<file path="src/rtl/sa_fifo_20x16_pkg.sv">
// Shared sizing and pointer helper for the 20x16 valid/ready FIFO and its RAM.
package sa_fifo_20x16_pkg;

  localparam int unsigned DEPTH = 20;
  localparam int unsigned WIDTH = 16;
  localparam int unsigned AW    = 5;

  // Advance a RAM pointer, wrapping from the last entry back to 0.
  function automatic logic [AW-1:0] ptr_inc(input logic [AW-1:0] ptr);
    return (ptr == AW'(DEPTH - 1)) ? '0 : ptr + AW'(1);
  endfunction

endpackage

</file>
<file path="src/rtl/sa_fifo_20x16_if.sv">
// Producer/consumer stream bundle of the 20x16 FIFO.
//   wr_pvld/wr_prdy/wr_pd : producer handshake and payload
//   rd_pvld/rd_prdy/rd_pd : consumer handshake and payload
//   fifo_count            : entries accepted and not yet popped
// master = the environment (producer + consumer), slave = the FIFO.
interface sa_fifo_20x16_if;
  import sa_fifo_20x16_pkg::*;

  logic             wr_pvld;
  logic             wr_prdy;
  logic [WIDTH-1:0] wr_pd;
  logic             rd_pvld;
  logic             rd_prdy;
  logic [WIDTH-1:0] rd_pd;
  logic [AW-1:0]    fifo_count;

  modport master (
    output wr_pvld, wr_pd, rd_prdy,
    input  wr_prdy, rd_pvld, rd_pd, fifo_count
  );

  modport slave (
    input  wr_pvld, wr_pd, rd_prdy,
    output wr_prdy, rd_pvld, rd_pd, fifo_count
  );

endinterface

</file>
<file path="src/rtl/sa_ram_rwsthp_20x16.sv">
// 20x16 two-port RAM model with a two-stage read: the address is captured on
// re, the data on ore. Array, address and data registers are not reset.
//   clk                : clock
//   wa/we/di           : write port
//   ra/re              : read address capture
//   ore                : read data capture
//   dout               : read data (or dbyp when byp_sel)
//   pwrbus_ram_pd      : power control, no functional effect in this model
module sa_ram_rwsthp_20x16
  import sa_fifo_20x16_pkg::*;
(
  input  logic             clk,
  input  logic [AW-1:0]    ra,
  input  logic             re,
  input  logic             ore,
  output logic [WIDTH-1:0] dout,
  input  logic [AW-1:0]    wa,
  input  logic             we,
  input  logic [WIDTH-1:0] di,
  input  logic             byp_sel,
  input  logic [WIDTH-1:0] dbyp,
  input  logic [31:0]      pwrbus_ram_pd
);

  logic [WIDTH-1:0] r_mem [DEPTH];
  logic [AW-1:0]    r_ra_d;
  logic [WIDTH-1:0] r_dout;
  logic             w_unused_pwr;

  // Write port, read-address stage and read-data stage.
  always_ff @(posedge clk) begin
    if (we)  r_mem[wa] <= di;
    if (re)  r_ra_d    <= ra;
    if (ore) r_dout    <= r_mem[r_ra_d];
  end

  assign dout         = byp_sel ? dbyp : r_dout;
  assign w_unused_pwr = ^pwrbus_ram_pd;

endmodule

</file>
<file path="src/rtl/sa_fifo_20x16.sv">
// Valid/ready FIFO controller around the 20x16 two-port RAM. Absorbs the
// RAM's two-stage read pipeline (s1 = address held, s2 = data held) so the
// consumer sees a stall-tolerant, one-word-per-cycle stream.
//   nvdla_core_clk  : clock
//   nvdla_core_rstn : async active-low reset
//   pwrbus_ram_pd   : forwarded to the RAM
//   fifo_if         : producer/consumer stream (slave side)
module sa_fifo_20x16
  import sa_fifo_20x16_pkg::*;
(
  input  logic                  nvdla_core_clk,
  input  logic                  nvdla_core_rstn,
  input  logic [31:0]           pwrbus_ram_pd,
  sa_fifo_20x16_if.slave        fifo_if
);

  logic [AW-1:0]    r_wr_ptr;
  logic [AW-1:0]    r_rd_ptr;
  logic [AW-1:0]    r_ram_cnt;
  logic [AW-1:0]    r_fifo_count;
  logic             r_s1_vld;
  logic             r_s2_vld;

  logic             w_wr_prdy;
  logic             w_push;
  logic             w_pop;
  logic             w_adv2;
  logic             w_ore;
  logic             w_re;
  logic [WIDTH-1:0] w_dout;

  // Full decode uses the registered count only; a same-cycle pop never
  // opens the write side.
  assign w_wr_prdy = (r_fifo_count != AW'(DEPTH));
  assign w_push    = fifo_if.wr_pvld & w_wr_prdy;
  assign w_pop     = r_s2_vld & fifo_if.rd_prdy;
  assign w_adv2    = ~r_s2_vld | fifo_if.rd_prdy;
  assign w_ore     = r_s1_vld & w_adv2;
  // Issue only when s1 is free or moving on; a stalled s1 keeps ra_d stable.
  assign w_re      = (r_ram_cnt != '0) & (~r_s1_vld | w_ore);

  // Pointers, counters and read-pipeline valids.
  always_ff @(posedge nvdla_core_clk or negedge nvdla_core_rstn) begin
    if (!nvdla_core_rstn) begin
      r_wr_ptr     <= '0;
      r_rd_ptr     <= '0;
      r_ram_cnt    <= '0;
      r_fifo_count <= '0;
      r_s1_vld     <= 1'b0;
      r_s2_vld     <= 1'b0;
    end else begin
      if (w_push) r_wr_ptr <= ptr_inc(r_wr_ptr);
      if (w_re)   r_rd_ptr <= ptr_inc(r_rd_ptr);

      case ({w_push, w_re})
        2'b10:   r_ram_cnt <= r_ram_cnt + AW'(1);
        2'b01:   r_ram_cnt <= r_ram_cnt - AW'(1);
        default: r_ram_cnt <= r_ram_cnt;
      endcase

      case ({w_push, w_pop})
        2'b10:   r_fifo_count <= r_fifo_count + AW'(1);
        2'b01:   r_fifo_count <= r_fifo_count - AW'(1);
        default: r_fifo_count <= r_fifo_count;
      endcase

      r_s1_vld <= w_re  | (r_s1_vld & ~w_ore);
      r_s2_vld <= w_ore | (r_s2_vld & ~fifo_if.rd_prdy);
    end
  end

  sa_ram_rwsthp_20x16 u_ram (
    .clk           (nvdla_core_clk),
    .ra            (r_rd_ptr),
    .re            (w_re),
    .ore           (w_ore),
    .dout          (w_dout),
    .wa            (r_wr_ptr),
    .we            (w_push),
    .di            (fifo_if.wr_pd),
    .byp_sel       (1'b0),
    .dbyp          ('0),
    .pwrbus_ram_pd (pwrbus_ram_pd)
  );

  assign fifo_if.wr_prdy    = w_wr_prdy;
  assign fifo_if.rd_pvld    = r_s2_vld;
  assign fifo_if.rd_pd      = w_dout;
  assign fifo_if.fifo_count = r_fifo_count;

endmodule

</file>
<file path="src/flat_wrapper.sv">
// flat-port wrapper written by rule: the top's interface ports become plain ports
module sa_fifo_20x16_flat import sa_fifo_20x16_pkg::*;
  (nvdla_core_clk, nvdla_core_rstn, pwrbus_ram_pd, fifo_if_wr_pvld, fifo_if_wr_pd, fifo_if_rd_prdy, fifo_if_wr_prdy, fifo_if_rd_pvld, fifo_if_rd_pd, fifo_if_fifo_count);
  sa_fifo_20x16_if fifo_if_i ();
  input  logic nvdla_core_clk;
  input  logic nvdla_core_rstn;
  input  logic [31:0] pwrbus_ram_pd;
  input wire logic [$bits(fifo_if_i.wr_pvld)-1:0] fifo_if_wr_pvld;
  input wire logic [$bits(fifo_if_i.wr_pd)-1:0] fifo_if_wr_pd;
  input wire logic [$bits(fifo_if_i.rd_prdy)-1:0] fifo_if_rd_prdy;
  output wire logic [$bits(fifo_if_i.wr_prdy)-1:0] fifo_if_wr_prdy;
  output wire logic [$bits(fifo_if_i.rd_pvld)-1:0] fifo_if_rd_pvld;
  output wire logic [$bits(fifo_if_i.rd_pd)-1:0] fifo_if_rd_pd;
  output wire logic [$bits(fifo_if_i.fifo_count)-1:0] fifo_if_fifo_count;
  assign fifo_if_i.wr_pvld = fifo_if_wr_pvld;
  assign fifo_if_i.wr_pd = fifo_if_wr_pd;
  assign fifo_if_i.rd_prdy = fifo_if_rd_prdy;
  assign fifo_if_wr_prdy = fifo_if_i.wr_prdy;
  assign fifo_if_rd_pvld = fifo_if_i.rd_pvld;
  assign fifo_if_rd_pd = fifo_if_i.rd_pd;
  assign fifo_if_fifo_count = fifo_if_i.fifo_count;
  sa_fifo_20x16 u_core (.nvdla_core_clk(nvdla_core_clk), .nvdla_core_rstn(nvdla_core_rstn), .pwrbus_ram_pd(pwrbus_ram_pd), .fifo_if(fifo_if_i));
endmodule
</file>
<file path="config.mk">
export PLATFORM = sky130hd
export DESIGN_NAME = sa_fifo_20x16_flat
export DESIGN_NICKNAME = d
export VERILOG_FILES = /design/src/rtl/sa_fifo_20x16_pkg.sv /design/src/rtl/sa_fifo_20x16_if.sv /design/src/rtl/sa_ram_rwsthp_20x16.sv /design/src/rtl/sa_fifo_20x16.sv /design/src/flat_wrapper.sv
export SDC_FILE = /design/constraint.sdc
export NUM_CORES = 1
export LEC_CHECK = 0
export CAP_MARGIN = 20
export CORE_UTILIZATION = 47
export CTS_CLUSTER_SIZE = 14
export DETAILED_ROUTE_END_ITERATION = 6
export GPL_ROUTABILITY_DRIVEN = 0
export HOLD_SLACK_MARGIN = 0.02
export SLEW_MARGIN = 15
export SYNTH_ARGS = -nofsm -noshare
export SYNTH_HDL_FRONTEND = slang
export SYNTH_SLANG_ARGS = --single-unit
</file>
<file path="constraint.sdc">
create_clock -name nvdla_core_clk -period 3.5 [get_ports nvdla_core_clk]
set_clock_uncertainty 0.2 [all_clocks]
set_input_delay 0.525 -clock nvdla_core_clk [delete_from_list [all_inputs] [get_ports nvdla_core_clk]]
set_output_delay 0.525 -clock nvdla_core_clk [all_outputs]
set_load 0.05 [all_outputs]
</file>
==> results of run 1 <==
[final timing paths]
check	depth (start not counted)	endpoint	slack, ns
max in group asynchronous	2	u_core.r_wr_ptr[0]	2.43
setup / recovery	3	fifo_if_wr_prdy	0.45
hold reg to reg	1	u_core.r_ram_cnt[4]	0.28
hold / removal	1	u_core.r_ram_cnt[4]	0.28
setup reg to reg	9	u_core.r_ram_cnt[4]	0.48
min in group asynchronous	2	u_core.r_ram_cnt[1]	0.32
[per-layer routing]
| layer | routed length, um | up-vias | GRT usage (%) |
|---|---|---|---|
| met5 | 0 | - | 0 |
| met4 | 641 | 0 | 5.66 |
| met3 | 1180 | 50 | 3.21 |
| met2 | 14600 | 161 | 32.8 |
| met1 | 13200 | 3744 | 26.0 |
| li1 | - | 3431 | - |
[what timing repair did]
item                      4_1_cts  5_1_grt
resized for setup               0        0
hold buffers                    0        1
hold endpoints to repair        0       22
[cell usage in the layout, fill, tap and decap left out, types with 12 or more instances in the layout]
cell type and instances:
nand4_1 19, clkbuf_16 38, nand2_1 61, dfrtp_1 22, clkbuf_1 12, ha_1 13, edfxtp_1 341, buf_4 36
a22oi_1 16, clkdlybuf4s50_1 41, nor2_1 30, a211oi_1 16, o22ai_1 22, mux2i_1 129
[Yosys cell counts (2+ instances only)]
library cell,count,area (um2)
a211oi_1,16,120
a21o_1,2,15.0
a21o_2,2,17.5
a21oi_1,3,15.0
a22oi_1,16,120
a311oi_1,2,17.5
a31oi_1,3,18.8
and2_1,3,18.8
and3b_1,2,17.5
buf_2,22,110
buf_4,4,30.0
buf_6,3,33.8
clkbuf_1,11,41.3
dfrtp_1,22,551
edfxtp_1,341,10200
ha_1,13,163
inv_1,9,33.8
mux2_2,2,22.5
mux2i_1,129,1290
mux4_1,7,184
mux4_2,9,203
nand2_1,61,229
nand2b_1,4,25.0
nand3_1,2,10.0
nand4_1,19,119
nand4b_1,2,17.5
nand4bb_1,2,22.5
nor2_1,30,113
nor2b_1,5,31.3
nor3_1,3,15.0
nor3b_1,2,15.0
o21ai_0,10,50.1
o22ai_1,22,138
o22ai_2,10,125
o311ai_0,2,17.5
xnor2_1,4,35.0
xor2_1,10,87.6
[logic make-up after synthesis]
group / count (synthesis) / share of synthesized area (%)
flip-flops: 363 / 74.2
adder cells (fa/ha/maj): 13 / 1.12
buffers and inverters: 53 / 1.95
multiplexers: 148 / 11.8
AND/OR/NAND/NOR: 145 / 5.06
AO/OA/AOI/OAI: 94 / 5.02
XOR/XNOR: 14 / 0.843
[through the flow]
stage / hold WS [ns] / worst slack, ns / cells
2_1_floorplan: 0.0294 / 0.427 / 830
3_3_place_gp: 0.270 / 0.455 / 1263
3_5_place_dp: 0.269 / 0.373 / 1263
4_1_cts: 0.286 / 0.415 / 1332
5_1_grt: 0.295 / 0.326 / 1333
6_report: 0.282 / 0.447 / 1333
[state kept, by name, summed over array words and instances (netlist names)]
name and count:
u_core.u_ram.r_dout 16, u_core.r_wr_ptr 5, u_core.r_rd_ptr 5, u_core.fifo_if.fifo_count 5, u_core.fifo_if.rd_pvld 1, u_core.r_s1_vld 1, u_core.u_ram.r_mem 320, u_core.u_ram.r_ra_d 5
u_core.r_ram_cnt 5
[power groups by stage]
| stage | logic [mW] | clock network, mW | registers [mW] |
|---|---|---|---|
| CTS | 3.14 | 3.83 | 5.55 |
| detailed placement | 3.13 | 0 | 5.63 |
| floorplan | 1.93 | 0 | 5.87 |
| global route | 3.35 | 4.01 | 5.60 |
| global placement | 3.05 | 0 | 5.60 |
| finish | 3.10 | 3.74 | 5.55 |
[worst max-delay path, delay by kind of cell (launching register included)]
kind,cells,cell delay [ns]
buf+inv,1,0.71
simple gates,2,0.63
flops,1,0.47
[final cells by class]
class | instances | area [um2]
inverter | 10 | 40.0
sequential | 363 | 10800
fill | 2360 | 13800
multi-input combinational | 414 | 3470
timing repair buffer | 81 | 736
tap | 396 | 495
clock inverter | 18 | 150
clock buffer | 51 | 1010
==> impl_results.md, run 1 <==
- Sw power: between 3 and 4 mW
- Slew Limit Headroom: a little over two fifths
- Vias per cell: approximately 5.5
- # clock sinks: 363
- Worst-path clk slew: about 0.060 ns
- Slowest Stage Delay on Critical Path: a little over 0.7 ns
- CP Capture Type: output port
- Largest net degree at the start of global routing: 66
- Yosys warns: 0
- Ports: 75
- Logic pwr share: about 25%
- Max Fclk: about 0.33 GHz
- H-tree levels: 2
- Post-synthesis sequential area ratio: about three quarters
- Cell leakage power: 5.80 nW
- Outcome: finished clean
- Share of cells above drive strength 1: between 10% and 20%
- Fin. max-slew vios: 0
- Total grt overflow: 0
- Crit Path Max Fanout: 9
- Die ar.: ~32000 um2
- Initial Util: a little under half
- Wire length of the first global-routing pass: 45000 um
- Routed vias: between 7000 and 8000
- Worst slew pin tran: between 0.8 and 0.9 ns
- CP cell instances: or2_4 -> or3_1 -> clkdlybuf4s50_1
- Synth Cell Area: 14500 um2
- Count of flip-flops with a built-in enable after synthesis: between 300 and 400
- Worst hold path type: reg -> reg
- WP data required: 2.77 ns
- Worst setup SP type: register
- Asr flop ratio synth: just over 6%
- Post-layout util: about 55%
- Clock Tree Buf Depth: 3
- CP Launch Point: u_core.fifo_if.fifo_count[1]
- WL/cell: 22.2 um
- Number of diodes: 0
- Pwr Total: between 10 and 15 mW
- Final WL: between 20000 and 30000 um
- Mapped Nets: a little under 900
- Max_cap viols: 0
- Final setup vio count: 0
- Pint: 8.63 mW
- Final antenna-violating net count: 0
- Clk_lat worst skew: 0.52 ns
- Hold path start: u_core.r_ram_cnt[4]
- Postcts setup bufs: 0
- Nets: between 900 and 1000
- Synth Instances: between 800 and 900
- Setup CP Type: reg -> out
- RSZ-0062 raised after global routing: false
- Post-DP HPWL: between 15000 and 20000 um
- CTS root buffer: clkbuf_16
- Core area: ~31000 um2
- Clock power share: between 30 and 40%
- Maximum VDD drop: approximately 0.44 mV
- Final hold vios: 0
- DR DRC count: 0
- Number of global-route vias before repair: around 7700
- Fin crit period: 3.05 ns
- Primary FF master, synth: edfxtp_1
- Pwr dens: roughly 740 nW/um2
- Global Route Usage Sum: between 15 and 20%
- Num rows: 64
- Drt first pass iters: 5
- CTS tree: built
- CTS Buf Count: 38
- Avg Inst Size Synth: about 18 um2
- Die Y: roughly 180 um
- Flop pwr share: between 40% and 50%
- PortBufs: 42
- Launch point of the worst reg-to-reg path: u_core.r_ram_cnt[2]
- Fin Setup TNS: 0 ns
- Critical Path AT: 2.33 ns
- Netlist cell types: between 50 and 60
- Fin crit share: between 80 and 90%
- Synthesized flop and latch total: 363
- Post-DP Area: 15500 um2
- Slowest CP cell: clkdlybuf4s50_1
- Sw Share: around 30%
- Final instance area: between 15000 and 20000 um2
- Area Growth Syn to Fin: 14.8%
- Iteration-0 DRC Markers: 505
- Die W: 178 um
- Initial antenna violation count: 0
(Power assumes the default switching activity.)
==> inputs of run 2 (changes only) <==
--- a/config.mk
+++ b/config.mk
@@ -6,6 +6,7 @@
 export NUM_CORES = 1
 export LEC_CHECK = 0
 export CAP_MARGIN = 20
+export CORE_ASPECT_RATIO = 1.5
 export CORE_UTILIZATION = 47
 export CTS_CLUSTER_SIZE = 14
 export DETAILED_ROUTE_END_ITERATION = 6
==> impl_results.md, run 2 (synthesized netlist as in run 1, its figures left out) <==
- Worst-path clk slew: around 0.060 ns
- Clk_lat worst skew: between 0.5 and 0.6 ns
- Number of diodes: 0
- Core area: 30400 um2
- Fin crit period: around 3.1 ns
- Max_cap viols: 0
- PortBufs: 42
- CTS tree: built
- CTS Buf Count: 34
- Maximum VDD drop: roughly 0.46 mV
- Cell leakage power: approximately 5.7 nW
- Final hold vios: 0
- Share of cells above drive strength 1: between 10% and 20%
- Pwr Total: ~12 mW
- Largest regs: u_core.u_ram.r_mem: 320 flops, u_core.u_ram.r_dout: 16 flops
- Final setup vio count: 0
- Crit Path Max Fanout: 11
- Setup WS post-layout: between 0.4 and 0.5 ns
- Crit path capture: u_core.r_ram_cnt[4]
- Post-DP Area: about 15000 um2
- Most common cell after layout, fill and taps aside: edfxtp_1
- Worst slew pin tran: slightly below 0.9 ns
- CP Capture Type: register
- Multi-input logic area: ~3500 um2
- Nets: roughly 970
- WL/cell: roughly 22 um
- Launch point of the worst reg-to-reg path: u_core.r_ram_cnt[2]
- Outcome: finished clean
- FF-to-FF End: u_core.r_ram_cnt[4]
- Num rows: a little under 80
- Sequential cell area: 10800 um2
- Largest net degree at the start of global routing: 43
- H-tree levels: 2
- Die W: 146 um
- Initial antenna violation count: 0
- Fin. max-slew vios: 0
- Vias per cell: about 5.5
- Fin Setup TNS: 0 ns
- Max FFs per register: 320
- Slew Limit Headroom: a little over 40%
- Number of global-route vias before repair: 7780
- Drt first pass iters: 4
- Area Growth Syn to Fin: 13.8%
- Post-cts sizing count: 0
- Final instance area: ~17000 um2
- Total grt overflow: 0
- Critical Path AT: about 3.3 ns
- WP data required: approximately 3.7 ns
- Ports: 75
- FF-to-FF path depth: 9
- Final Hold Slack: about 0.28 ns
- Post-DP HPWL: 18400 um
- Worst setup SP type: register
- Global Route Usage Sum: a little under a fifth
- Worst hold path type: reg -> reg
- Wire length of the first global-routing pass: 44500 um
- Layout fillers: roughly 2300
- Hold Buf Count CTS: 0
- CP Launch Point: u_core.r_ram_cnt[2]
- Pwr dens: about 730 nW/um2
- Die Y: approximately 220 um
- Postcts setup bufs: 0
- Reg2reg setup slack: 0.41 ns
- Most frequent cells in the layout: edfxtp_1, mux2i_1, nand2_1
- Finished Layout Cells: 1323
- Max Fclk: 0.324 GHz
- Fin crit share: approximately 88%
- Final WL: 28600 um
- DP Worst Slack: a little under 0.2 ns
- Initial Util: ~48%
- Routed vias: roughly 7300
- # clock sinks: roughly 360
- Final antenna-violating net count: 0
- Die ar.: 31700 um2
- RSZ-0062 raised after global routing: false
- Iteration-0 DRC Markers: 530
- Post-layout util: 54.5%
- Placed insts: ~1300
- CTS root buffer: clkbuf_16
- Clock Tree Buf Depth: 3
- Setup CP Type: reg -> reg
- DR DRC count: 0
- Reg with most FFs: u_core.u_ram.r_mem
-- run 2: changes by cell type in the layout (fill, tap and decap cells not counted), sizes merged --
cell | previous run | this run
bufinv | 2 | 1
clkbuf | 51 | 49
buf | 39 | 36
clkinv | 14 | 7
inv | 12 | 11
-- run 2: where the power goes --
group	internal (mW)	leakage [nW]	switching [mW]
Combinational	1.19	1.87	1.83
Sequential	5.22	3.34	0.328
Clock	2.02	0.510	1.49
-- run 2: how the worst min path moves through the flow --
stage,startpoint,to,slack (ns),cells after the start
finish,u_core.r_ram_cnt[4],u_core.r_ram_cnt[4],0.28,1
global placement,u_core.r_ram_cnt[4],u_core.r_ram_cnt[4],0.27,1
CTS,u_core.r_ram_cnt[4],u_core.r_ram_cnt[4],0.28,1
detailed placement,u_core.r_ram_cnt[4],u_core.r_ram_cnt[4],0.27,1
floorplan,nvdla_core_rstn,u_core.fifo_if.fifo_count[0],0.03,0
global route,u_core.r_ram_cnt[4],u_core.r_ram_cnt[4],0.31,1
-- run 2: cell type report --
class                   count  share of cell area, %
clock buffers              49                   5.93
clock inverters             9                  0.408
inverters                  10                  0.242
multi-input cells         414                   20.9
flip-flops and latches    363                   65.2
well taps                 400                   3.02
repair buffers             78                   4.23
-- run 2: critical path, stage by stage (launching register included) --
cell,delay [ns]
dfrtp_1,0.47
or4_4,0.54
o21ai_4,0.22
inv_4,0.11
ha_1,0.33
ha_1,0.40
o21ai_0,0.10
o21ai_0,0.20
o311ai_0,0.20
xor2_1,0.18
-- run 2: layer usage --
metal | up-vias | share of wire, % | track usage [%]
met3 | 42 | 4.0 | 2.95
met2 | 154 | 55 | 35.2
met4 | 0 | 2.3 | 6.39
met5 | - | 0 | 0
li1 | 3405 | - | -
met1 | 3731 | 39 | 21.6
